$ cat config.mk
export PLATFORM = sky130hd
export DESIGN_NAME = mem_access_unit
export DESIGN_NICKNAME = d
export VERILOG_FILES = /design/src/rtl/mem_access_unit.sv
export SDC_FILE = /design/constraint.sdc
export NUM_CORES = 1
export LEC_CHECK = 0
export CORE_AREA = 2 2 183 185
export DETAILED_ROUTE_END_ITERATION = 12
export DIE_AREA = 0 0 185 187
export GPL_TIMING_DRIVEN = 0
export PLACE_DENSITY = 0.69
export SYNTH_ARGS = -nofsm -noshare
export SYNTH_HDL_FRONTEND = slang
export SYNTH_SLANG_ARGS = --single-unit
export TNS_END_PERCENT = 100
$ cat constraint.sdc
create_clock -name clk_i -period 2.5 [get_ports clk_i]
set_input_delay 0.375 -clock clk_i [delete_from_list [all_inputs] [get_ports clk_i]]
set_output_delay 0.375 -clock clk_i [all_outputs]
set_load 0.02 [all_outputs]
$ cat src/rtl/mem_access_unit.sv
// MEM-stage load/store unit: turns the EXMEM bundle into a valid/ready
// data-memory transaction, formats returned load data and stalls the
// pipeline until the access has finished.
//
// Handshake: a request transfers on a cycle where req_valid && req_ready;
// req_valid and all req_* fields stay stable until that cycle. A response
// is the single cycle where rsp_valid is high while the request has been
// (or is being) accepted; rsp_valid at any other time is ignored.
module mem_access_unit #(
  parameter int DATA_WIDTH = 64,
  parameter int ADDR_WIDTH = 64
) (
  input  logic                  clk_i,
  input  logic                  rst_i,
  input  logic                  enable,
  input  logic                  Mem_REn,
  input  logic                  Mem_WEn,
  input  logic [2:0]            wid,
  input  logic [ADDR_WIDTH-1:0] Mem_Addr,
  input  logic [DATA_WIDTH-1:0] Store_Data,
  input  logic [DATA_WIDTH-1:0] ALU_Result,
  output logic                  req_valid,
  input  logic                  req_ready,
  output logic                  req_we,
  output logic [ADDR_WIDTH-1:0] req_addr,
  output logic [DATA_WIDTH-1:0] req_wdata,
  output logic [7:0]            req_wstrb,
  input  logic                  rsp_valid,
  input  logic [DATA_WIDTH-1:0] rsp_rdata,
  output logic [DATA_WIDTH-1:0] WB_Data,
  output logic                  Mem_REn_o,
  output logic                  stall_o,
  output logic                  misalign_o,
  output logic [1:0]            state_o
);

  typedef enum logic [1:0] {
    S_IDLE = 2'd0,
    S_REQ  = 2'd1,
    S_WAIT = 2'd2,
    S_DONE = 2'd3
  } state_t;

  state_t                r_state;
  state_t                w_next;
  logic                  r_is_load;
  logic [2:0]            r_wid;
  logic [2:0]            r_off;
  logic [DATA_WIDTH-1:0] r_load_data;

  logic                  w_mem_op;
  logic                  w_misaligned;
  logic                  w_start;
  logic                  w_load_fire;
  logic [7:0]            w_strb_base;
  logic [DATA_WIDTH-1:0] w_raw;
  logic [DATA_WIDTH-1:0] w_fmt;

  assign w_mem_op    = enable & (Mem_REn | Mem_WEn);
  assign w_start     = (r_state == S_IDLE) & w_mem_op & ~w_misaligned;
  assign w_raw       = rsp_rdata >> {r_off, 3'b000};
  assign w_load_fire = r_is_load &
                       (((r_state == S_REQ) & req_ready & rsp_valid) |
                        ((r_state == S_WAIT) & rsp_valid));

  assign req_valid  = (r_state == S_REQ);
  assign Mem_REn_o  = Mem_REn;
  assign stall_o    = w_mem_op & ~w_misaligned & (r_state != S_DONE);
  assign misalign_o = w_mem_op & w_misaligned;
  assign state_o    = r_state;

  // Alignment check and base byte-enable pattern from the access size
  always_comb begin
    w_misaligned = 1'b0;
    w_strb_base  = 8'h01;
    case (wid[1:0])
      2'b00: begin w_misaligned = 1'b0;            w_strb_base = 8'h01; end
      2'b01: begin w_misaligned = Mem_Addr[0];     w_strb_base = 8'h03; end
      2'b10: begin w_misaligned = |Mem_Addr[1:0];  w_strb_base = 8'h0F; end
      default: begin w_misaligned = |Mem_Addr[2:0]; w_strb_base = 8'hFF; end
    endcase
  end

  // Load formatting: pick the lane, then sign- or zero-extend
  always_comb begin
    w_fmt = w_raw;
    case (r_wid)
      3'b000: w_fmt = {{(DATA_WIDTH-8){w_raw[7]}},   w_raw[7:0]};
      3'b001: w_fmt = {{(DATA_WIDTH-16){w_raw[15]}}, w_raw[15:0]};
      3'b010: w_fmt = {{(DATA_WIDTH-32){w_raw[31]}}, w_raw[31:0]};
      3'b100: w_fmt = {{(DATA_WIDTH-8){1'b0}},       w_raw[7:0]};
      3'b101: w_fmt = {{(DATA_WIDTH-16){1'b0}},      w_raw[15:0]};
      3'b110: w_fmt = {{(DATA_WIDTH-32){1'b0}},      w_raw[31:0]};
      default: w_fmt = w_raw;
    endcase
  end

  // Next-state logic
  always_comb begin
    w_next = r_state;
    case (r_state)
      S_IDLE: if (w_start) w_next = S_REQ;
      S_REQ:  if (req_ready) w_next = rsp_valid ? S_DONE : S_WAIT;
      S_WAIT: if (rsp_valid) w_next = S_DONE;
      S_DONE: w_next = S_IDLE;
      default: w_next = S_IDLE;
    endcase
  end

  // State register
  always_ff @(posedge clk_i or negedge rst_i) begin
    if (!rst_i) r_state <= S_IDLE;
    else        r_state <= w_next;
  end

  // Request fields latched at start; load data captured on the response
  always_ff @(posedge clk_i or negedge rst_i) begin
    if (!rst_i) begin
      req_we      <= 1'b0;
      req_addr    <= '0;
      req_wdata   <= '0;
      req_wstrb   <= 8'h00;
      r_is_load   <= 1'b0;
      r_wid       <= 3'b000;
      r_off       <= 3'b000;
      r_load_data <= '0;
    end else begin
      if (w_start) begin
        req_we    <= Mem_WEn & ~Mem_REn;
        req_addr  <= {Mem_Addr[ADDR_WIDTH-1:3], 3'b000};
        req_wdata <= Store_Data << {Mem_Addr[2:0], 3'b000};
        req_wstrb <= w_strb_base << Mem_Addr[2:0];
        r_is_load <= Mem_REn;
        r_wid     <= wid;
        r_off     <= Mem_Addr[2:0];
      end
      if (w_load_fire) r_load_data <= w_fmt;
    end
  end

  // Writeback mux: finished result in DONE, bypass for non-memory ops
  always_comb begin
    WB_Data = ALU_Result;
    if (r_state == S_DONE)             WB_Data = r_is_load ? r_load_data : ALU_Result;
    else if (w_mem_op & w_misaligned)  WB_Data = '0;
    else if (w_mem_op)                 WB_Data = r_load_data;
    else                               WB_Data = ALU_Result;
  end

endmodule

; ---- Word level (Yosys, flattened, before mapping)
; Index checks and enable logic that the tools add are counted.
[op_classes]
n_reduce_logical = 6
mux = 12
shift = 3
bitwise_logic = 15
n_eq_ne = 14
[op_table]
columns = operator, n
row1 = 64-bit case mux with 6 select lines, 1
row2 = 64-bit two-way mux, 4
row3 = 64-bit by 6-bit << shifter with 64-bit output, 1
row4 = 64-bit by 6-bit >> shifter with 64-bit output, 1
row5 = 8-bit case mux with 3 select lines, 1
row6 = 1-bit AND, 11
row7 = 3-bit == test (second input constant), 3
row8 = 2-bit case mux with 4 select lines, 1
row9 = 8-bit by 3-bit << shifter with 8-bit output, 1
row10 = 2-bit == test (second input constant), 3
row11 = 2-bit two-way mux, 3
row12 = 2-bit != test (second input constant), 3
row13 = 2-bit by 1-bit == test with 1-bit output (second input constant), 2
row14 = 2-bit zero test, 2
row15 = 3-bit by 1-bit == test with 1-bit output (second input constant), 1
row16 = 3-bit by 2-bit == test with 1-bit output (second input constant), 1
row17 = 3-bit zero test, 1
row18 = 1-bit case mux with 3 select lines, 1
row19 = 3-bit AND reduction, 1
row20 = 3-bit OR reduction, 1
row21 = 2-bit by 1-bit != test with 1-bit output (second input constant), 1
row22 = 1-bit inverter, 2
row23 = 1-bit OR, 2
row24 = 2-bit OR reduction, 1
row25 = 1-bit two-way mux, 1
[word_totals]
output_inout_bits = 207
ff_bits = 207
wordCells = 59
inputBits = 266

; ---- Longest topological paths before layout
; Gate-level depths: netlist of run 1.
[logic_depth]
word_depth = 6
ltp_mapped = 9
depth_no_buf = 6

; ---- Worst setup path after synthesis of run 1
; No wires, ideal clock.
[synth_path]
path_kind = input port to output port
startpoint = input port wid[1]
endpoint = output port WB_Data[10]
required_time_ns = 2.125
n_path_buf = 2
stages = 6
setup_slack_ns = 0.322
arrival_ns = 1.803
path_cell_list = clkbuf_1 -> o21a_1 -> a211o_1 -> o21ai_2 -> buf_2 -> a22o_1
[synth_between]
elab_chain_cells = 5
elab_cells_between_ends = 7
cone_classes = 2 x eq/ne / 3 x mux / 1 x bitwise / 1 x reduce/logical
[synth_rtl]
columns = item, line
row1 = from (decl), 18  ; input logic [2:0] wid,
row2 = 2-bit == test (tied with other cells), 76  ; case (wid[1:0])
row3 = 1-bit case mux with 3 select lines *, 76
row4 = 1-bit AND *, 145  ; else if (w_mem_op & w_misaligned) WB_Data = '0;
row5 = 64-bit two-way mux *, 145
row6 = 64-bit two-way mux *, 144  ; if (r_state == S_DONE) WB_Data = r_is_load ? r_load_data : ALU_Result;
row7 = to (decl), 30  ; output logic [DATA_WIDTH-1:0] WB_Data,
; Mark *: on every way between the ends. The rest lies on a longest branch, timed or not.

; ---- Final worst setup path of run 1
[layout_path]
startpoint = register r_state[0] (netlist: state_o[0])
endpoint = output port WB_Data[20]
[layout_between]
elab_chain_cells = 2
[layout_rtl]
columns = item, line
row1 = from (decl), 44  ; state_t r_state;
row2 = from (signal assigned), 113  ; else r_state <= w_next;
row3 = 2-bit == test, 144
row4 = 64-bit two-way mux, 144
; Every way passes these cells.

==> results of run 1 <==
[worst paths after layout]
kind	from	to	slack, ns	cells past startpoint
setup / recovery	state_o[0]	WB_Data[20]	-0.03	7
hold / removal	wid[0]	r_wid[0]	0.25	2
setup reg to reg	r_off[0]	r_load_data[62]	0.09	7
hold reg to reg	req_wdata[24]	req_wdata[24]	0.48	2
max in group asynchronous	rst_i	state_o[0]	0.98	3
min in group asynchronous	rst_i	req_addr[49]	0.44	2
[power groups by stage]
| stage | Sequential (mW) | Combinational [mW] | Clock (mW) |
|---|---|---|---|
| final | 5.98 | 12.9 | 4.05 |
| after global routing | 6.14 | 13.6 | 4.25 |
| after CTS | 5.96 | 12.4 | 4.12 |
| after detailed placement | 5.98 | 12.0 | 0 |
| after global placement | 5.94 | 11.9 | 0 |
| after floorplan | 6.92 | 5.49 | 0 |
[layout by cell type, fill, tap and decap left out, types with 9 or more instances in the layout]
master,Yosys,layout
a211oi_1,16,16
a21oi_1,30,30
a22o_1,64,61
a31oi_1,55,55
buf_2,36,33
buf_4,6,21
buf_6,13,70
buf_8,0,10
clkbuf_1,46,27
clkbuf_16,0,31
clkbuf_2,0,15
clkdlybuf4s50_1,0,395
dfrtp_1,207,205
mux2_2,92,92
mux2i_1,80,80
mux4_2,21,21
nand2_1,161,160
nand2b_1,10,10
nand3_1,10,10
nor2_1,112,110
nor2b_1,15,15
o21a_1,10,9
o21ai_0,47,46
o22a_1,14,14
o31ai_1,28,28
[layout make-up]
type | count | area (µm²)
repair buffers | 487 | 5030
flip-flops and latches | 207 | 5180
fillers | 2907 | 14300
clock inverters | 16 | 213
plain buffers | 105 | 692
inverters | 7 | 26.3
clock buffers | 32 | 713
well taps | 448 | 561
multi-input cells | 844 | 6130
[flip-flops by register name, summed over array words and instances, names as in the netlist]
signal       cells
r_load_data     64
req_wdata       64
req_addr        61
req_wstrb        8
r_off            3
r_wid            3
state_o          2
r_is_load        1
req_we           1
[kinds of logic after synthesis]
family                   share of synthesized area [%]
multiplexers                                      19.7
buffers and inverters                             5.02
flip-flops                                        43.9
adder cells (fa/ha/maj)                          0.530
AND/OR/NAND/NOR                                   11.8
other                                           0.0318
AO/OA/AOI/OAI                                     19.1
[through the flow]
stage	hold slack, ns	power, mW	TNS (ns)
2_1_floorplan	0.0794	12.4	0
3_3_place_gp	0.461	17.8	-1748.50
5_1_grt	0.268	24.0	-1.46
4_1_cts	0.325	22.5	-0.715
3_5_place_dp	0.437	17.9	-105.60
6_report	0.253	22.9	-0.272
[per-layer routing]
layer	wire length, µm	global-route usage (%)	up-vias
met4	3380	16.8	2
met5	13	0	-
li1	-	-	5313
met2	27000	53.9	691
met3	4690	6.48	165
met1	20000	35.4	5877
[repair_timing]
item | CTS | global route
gates cloned | 4 | 3
resized for setup | 372 | 96
hold endpoints to repair | 90 | 0
pin swaps | 11 | 31
setup endpoints to repair | 131 | 112
hold buffers | 1 | 0
buffers inserted | 14 | 0
==> out/metrics.cfg, run 1 <==
[status]
outcome=finished with violations
violations=negative setup slack

[floorplan]
ios=473
die_x_um=185
start_util_pct=35.9
core_mm2=0.0329
die_y_um=187
dieArea_mm2=0.0346
num_rows=67

[timing]
rsz0062_at_grt=true
max_slew.worst_pin.slew_ns=0.819
finalHoldViolCount=0
fmax_ghz=0.395
finalWorstSetupSlack_ns=-0.0288
fin_crit_sh_pct=101
relSlewSlack_pct=45.2
slew_viol_final=0
finClkSkew_ns=0.0184
final-setup-viol-count=16
fin_crit_ns=2.53

[synth]
yosys-top-cells-count=207 x dfrtp_1, 161 x nand2_1, 112 x nor2_1
yosys.area.top_type_share_pct=43.9
ys_top_cells_by_area=dfrtp_1 44%, mux2_2 8.8%, mux2i_1 6.8%
synth_cell_types=53
syn_inst=1163
ys_seq_area_share_pct=43.9
synth_area_leader_cell=dfrtp_1
yosys_warnings=0
ys_seq_elements=207
synthArstFlopShare_pct=100
synth_edf_count=0
synth.most_common_cell=dfrtp_1
netlist_area_mm2=0.0118
syn_area_per_cell_um2=10.2
ys.flop_type=dfrtp_1

[power_and_ir_drop]
switching_share_pct=41.2
leakagePower_nw=7.90
seq_power_share_pct=26.1
vdd_drop_max_uv=709
power_frac_comb_pct=56.2
p_int_mw=13.5
power_density_mw_per_mm2=1230
clkPwrFrac_pct=17.7
switchingPower_mw=9.44

[finish]
design_area_mm2=0.0185
final_net_count=1949
drive_above_1_share_pct=20.5
layout.cells.non_filler=2146
post-route-util_pct=56.4
num_antenna_cells=0
area_growth_syn_to_layout_pct=57.1

[clock_tree]
clock_latency_ns=0.55
cts_tree=yes
cts_sinks=207
cts_buffers=26
cts_root_buffer=clkbuf_16
htree_levels=1
cts_buffer_depth=3
clk_pin_slew_ns=0.06

[placed_design]
dp_cells=2079
place.gp.congestion=0.977
post-place-ws_ns=-1.25
post-dp-hpwl_mm=42.0
port_buffers=465
detailed_place.area_mm2=0.0171

[global_routing]
grt_use_total_pct=31.0
antenna_found_initial=1
grt_pass1_wl_mm=79.9
grt_pass1_vias=12600
grt_remaining_overflow=0
grt_start_max_net_pins=118

[detailed_routing]
wl_per_cell_um=25.6
viasPerCell=5.61
drtAntennaViolNets=0
remaining_drc_errors=0
firstDrtPassIters=5
vias=12000
routed_wl_mm=55.0
drtIter0Drc=1050

[setup_path]
required_ns=2.12
crit_chain=ha_4, o21a_4, buf_12, buf_8, clkbuf_16, a22o_1, buf_6
cp.arrival_ns=2.15
cp_max_fo=5
path_class=reg -> out
slowest_delay_ns=0.43
crit_family=buffers and inverters
cp-start-kind=register
endpoint_kind=output port
path_buf_inv=4
crit_slowest_cell=dfrtp_2

[job]
cap_violations=0

[min_path]
min-delay-path-class=in -> reg

(Power assumes the default switching activity.)
==> run 2: changes to the inputs <==
--- a/config.mk
+++ b/config.mk
@@ -5,11 +5,12 @@
 export SDC_FILE = /design/constraint.sdc
 export NUM_CORES = 1
 export LEC_CHECK = 0
-export CORE_AREA = 2 2 183 185
+export CORE_AREA = 2 2 185 187
 export DETAILED_ROUTE_END_ITERATION = 12
-export DIE_AREA = 0 0 185 187
+export DIE_AREA = 0 0 187 189
+export DONT_BUFFER_PORTS = 1
 export GPL_TIMING_DRIVEN = 0
-export PLACE_DENSITY = 0.69
+export PLACE_DENSITY_LB_ADDON = 0.08
 export SYNTH_ARGS = -nofsm -noshare
 export SYNTH_HDL_FRONTEND = slang
 export SYNTH_SLANG_ARGS = --single-unit
==> run 2 against run 1 <==
  * The flow finishes with violations (negative hold slack)
  * Via count decreased by 16%
  * Critical path depth is 1 lower
  * Sequential cell count stayed put
  * Non-clock buffer count down 405
  * Combinational power down 37%
  * Critical path type unchanged
  * Largest cell class unchanged
==> out/metrics.cfg, run 2 (synthesis results as in run 1) <==
[detailed_routing]
wl_per_cell_um=29.2  ; was 25.6 µm
routed_wl_mm=50.7  ; was 55.0 mm
drtIter0Drc=597  ; was 1050
viasPerCell=5.86  ; was 5.61
drtAntennaViolNets=0  ; unchanged
vias=10200  ; was 12000
firstDrtPassIters=5  ; unchanged
remaining_drc_errors=0  ; unchanged

[timing]
final-setup-viol-count=0  ; was 16
holdWs_ns=-0.467  ; was 0.253 ns
slew_viol_final=0  ; unchanged
max_slew.worst_pin.slew_ns=0.947  ; was 0.819 ns
finClkSkew_ns=0.0238  ; was 0.0184 ns
relSlewSlack_pct=36.9  ; was 45.2%
fin_crit_ns=2.46  ; was 2.53 ns
tns_ns=0  ; was -0.272 ns
rsz0062_at_grt=false  ; was true
fmax_ghz=0.407  ; was 0.395 GHz
finalHoldViolCount=207  ; was 0
fin_crit_sh_pct=98.2  ; was 101%

[clock_tree]
clk_pin_slew_ns=0.07  ; was 0.06 ns
htree_levels=1  ; unchanged
cts_buffers=24  ; was 26
cts_root_buffer=clkbuf_16  ; unchanged
postCtsHoldBufs=78  ; was 1
cts_tree=yes  ; unchanged
clock_latency_ns=0.54  ; was 0.55 ns
cts_sinks=207  ; unchanged
cts_buffer_depth=3  ; unchanged

[placed_design]
post-dp-hpwl_mm=37.8  ; was 42.0 mm
port_buffers=0  ; was 465
place.gp.congestion=0.933  ; was 0.977
detailed_place.area_mm2=0.0124  ; was 0.0171 mm²

[finish]
area_growth_syn_to_layout_pct=24.0  ; was 57.1%
nFillCells=3238  ; was 2907
top_regs=r_load_data (64), req_wdata (64), req_addr (61)  ; unchanged
design_area_mm2=0.0146  ; was 0.0185 mm²
final_common_cell=dfrtp_1  ; was clkdlybuf4s50_1
drive_above_1_share_pct=24.0  ; was 20.5%
mostFrequentLayoutCells=205 x dfrtp_1, 160 x nand2_1, 111 x nor2_1  ; was 395 x clkdlybuf4s50_1, 205 x dfrtp_1, 160 x nand2_1
final_net_count=1543  ; was 1949

[global_routing]
grt_use_total_pct=28.0  ; was 31.0%
grt_pass1_wl_mm=73.9  ; was 79.9 mm
antenna_found_initial=4  ; was 1
grt_pass1_vias=10600  ; was 12600
grt_remaining_overflow=0  ; unchanged
grt_start_max_net_pins=208  ; was 118

[power_and_ir_drop]
p_total_mw=19.3  ; was 22.9 mW
power_density_mw_per_mm2=1320  ; was 1230 mW/mm²
leakagePower_nw=6.23  ; was 7.90 nW
vdd_drop_max_uv=653  ; was 709 µV

[floorplan]
start_util_pct=35.5  ; was 35.9%
ios=473  ; unchanged
dieArea_mm2=0.0353  ; was 0.0346 mm²
core_mm2=0.0333  ; was 0.0329 mm²
die_y_um=189  ; was 187 µm
die_x_um=187  ; was 185 µm
num_rows=67  ; unchanged

[status]
outcome=finished with violations  ; unchanged
violations=negative hold slack  ; was negative setup slack

[setup_path]
r2r_setup_slack_ns=0.15  ; was 0.09 ns
r2r-start=r_wid[0]  ; was r_off[0]
required_ns=2.12  ; about the same
cp_max_fo=10  ; was 5
path_class=reg -> out  ; unchanged
endpoint_kind=output port  ; unchanged
reg2reg_to=r_load_data[45]  ; was r_load_data[62]
rr_worst_depth=5  ; was 7
cp-start-kind=register  ; unchanged
cp.arrival_ns=2.08  ; was 2.15 ns

[job]
cap_violations=0  ; unchanged

[min_path]
min-delay-path-class=in -> async  ; was in -> reg

run 2: worst max path at each step:
stage / startpoint / end / slack, ns
3_3_place_gp: wid[1] / WB_Data[60] / -0.47
6_report: state_o[1] / WB_Data[35] / 0.04
3_5_place_dp: state_o[1] / r_load_data[61] / -0.52
4_1_cts: state_o[1] / WB_Data[18] / -0.03
2_1_floorplan: wid[1] / WB_Data[10] / 0.32
5_1_grt: state_o[1] / WB_Data[35] / 0.004
run 2: critical path, stage by stage, from the launching register on:
cell and delay, ns:
dfrtp_2 0.49, ha_4 0.24, nand2_4 0.12, o21ai_4 0.07, buf_12 0.15, buf_6 0.16, a22o_2 0.32
run 2: final cells by class:
cell class,count,area [µm²],share of cell area (%)
Inverter,7,26.3,0.179
Clock inverter,5,67.6,0.461
Sequential cell,207,5180,35.4
Multi-Input combinational cell,845,6620,45.2
Tap cell,448,561,3.83
Antenna cell,2,5.00,0.0342
Timing Repair Buffer,81,816,5.57
Buffer,106,656,4.48
Clock buffer,34,708,4.84
run 2: report_power, final:
group          internal [mW]  switching, mW  leakage (nW)
clock                   2.06           1.48         0.379
sequential              4.92           2.66          2.54
combinational           3.53           4.64          3.32
run 2: per-layer routing:
metal  up-vias  GRT usage (%)  share of wire (%)
li1       4483              -                  -
met2       508           48.9                 49
met1      5072           31.6                 36
met5         -              0              0.047
met3        98           9.40                9.8
met4         4           11.1                4.5
run 2: what timing repair did:
item / 4_1_cts / 5_1_grt
setup endpoints to repair: 128 / 94
resized for setup: 115 / 25
setup buffers: 3 / 0
pin swaps: 1 / 0
cloned: 1 / 0
endpoints found under the hold margin: 291 / 207
run 2: metrics by stage:
step	hold slack [ns]	util [%]	cells	worst slack [ns]
4_1_cts	-0.491	43.7	1733	-0.0318
5_1_grt	-0.496	44.0	1735	0.00436
6_report	-0.467	44.0	1735	0.0447
3_5_place_dp	0.0867	37.2	1613	-0.523
2_1_floorplan	0.0794	-	1165	0.322
3_3_place_gp	0.0876	37.2	1613	-0.470
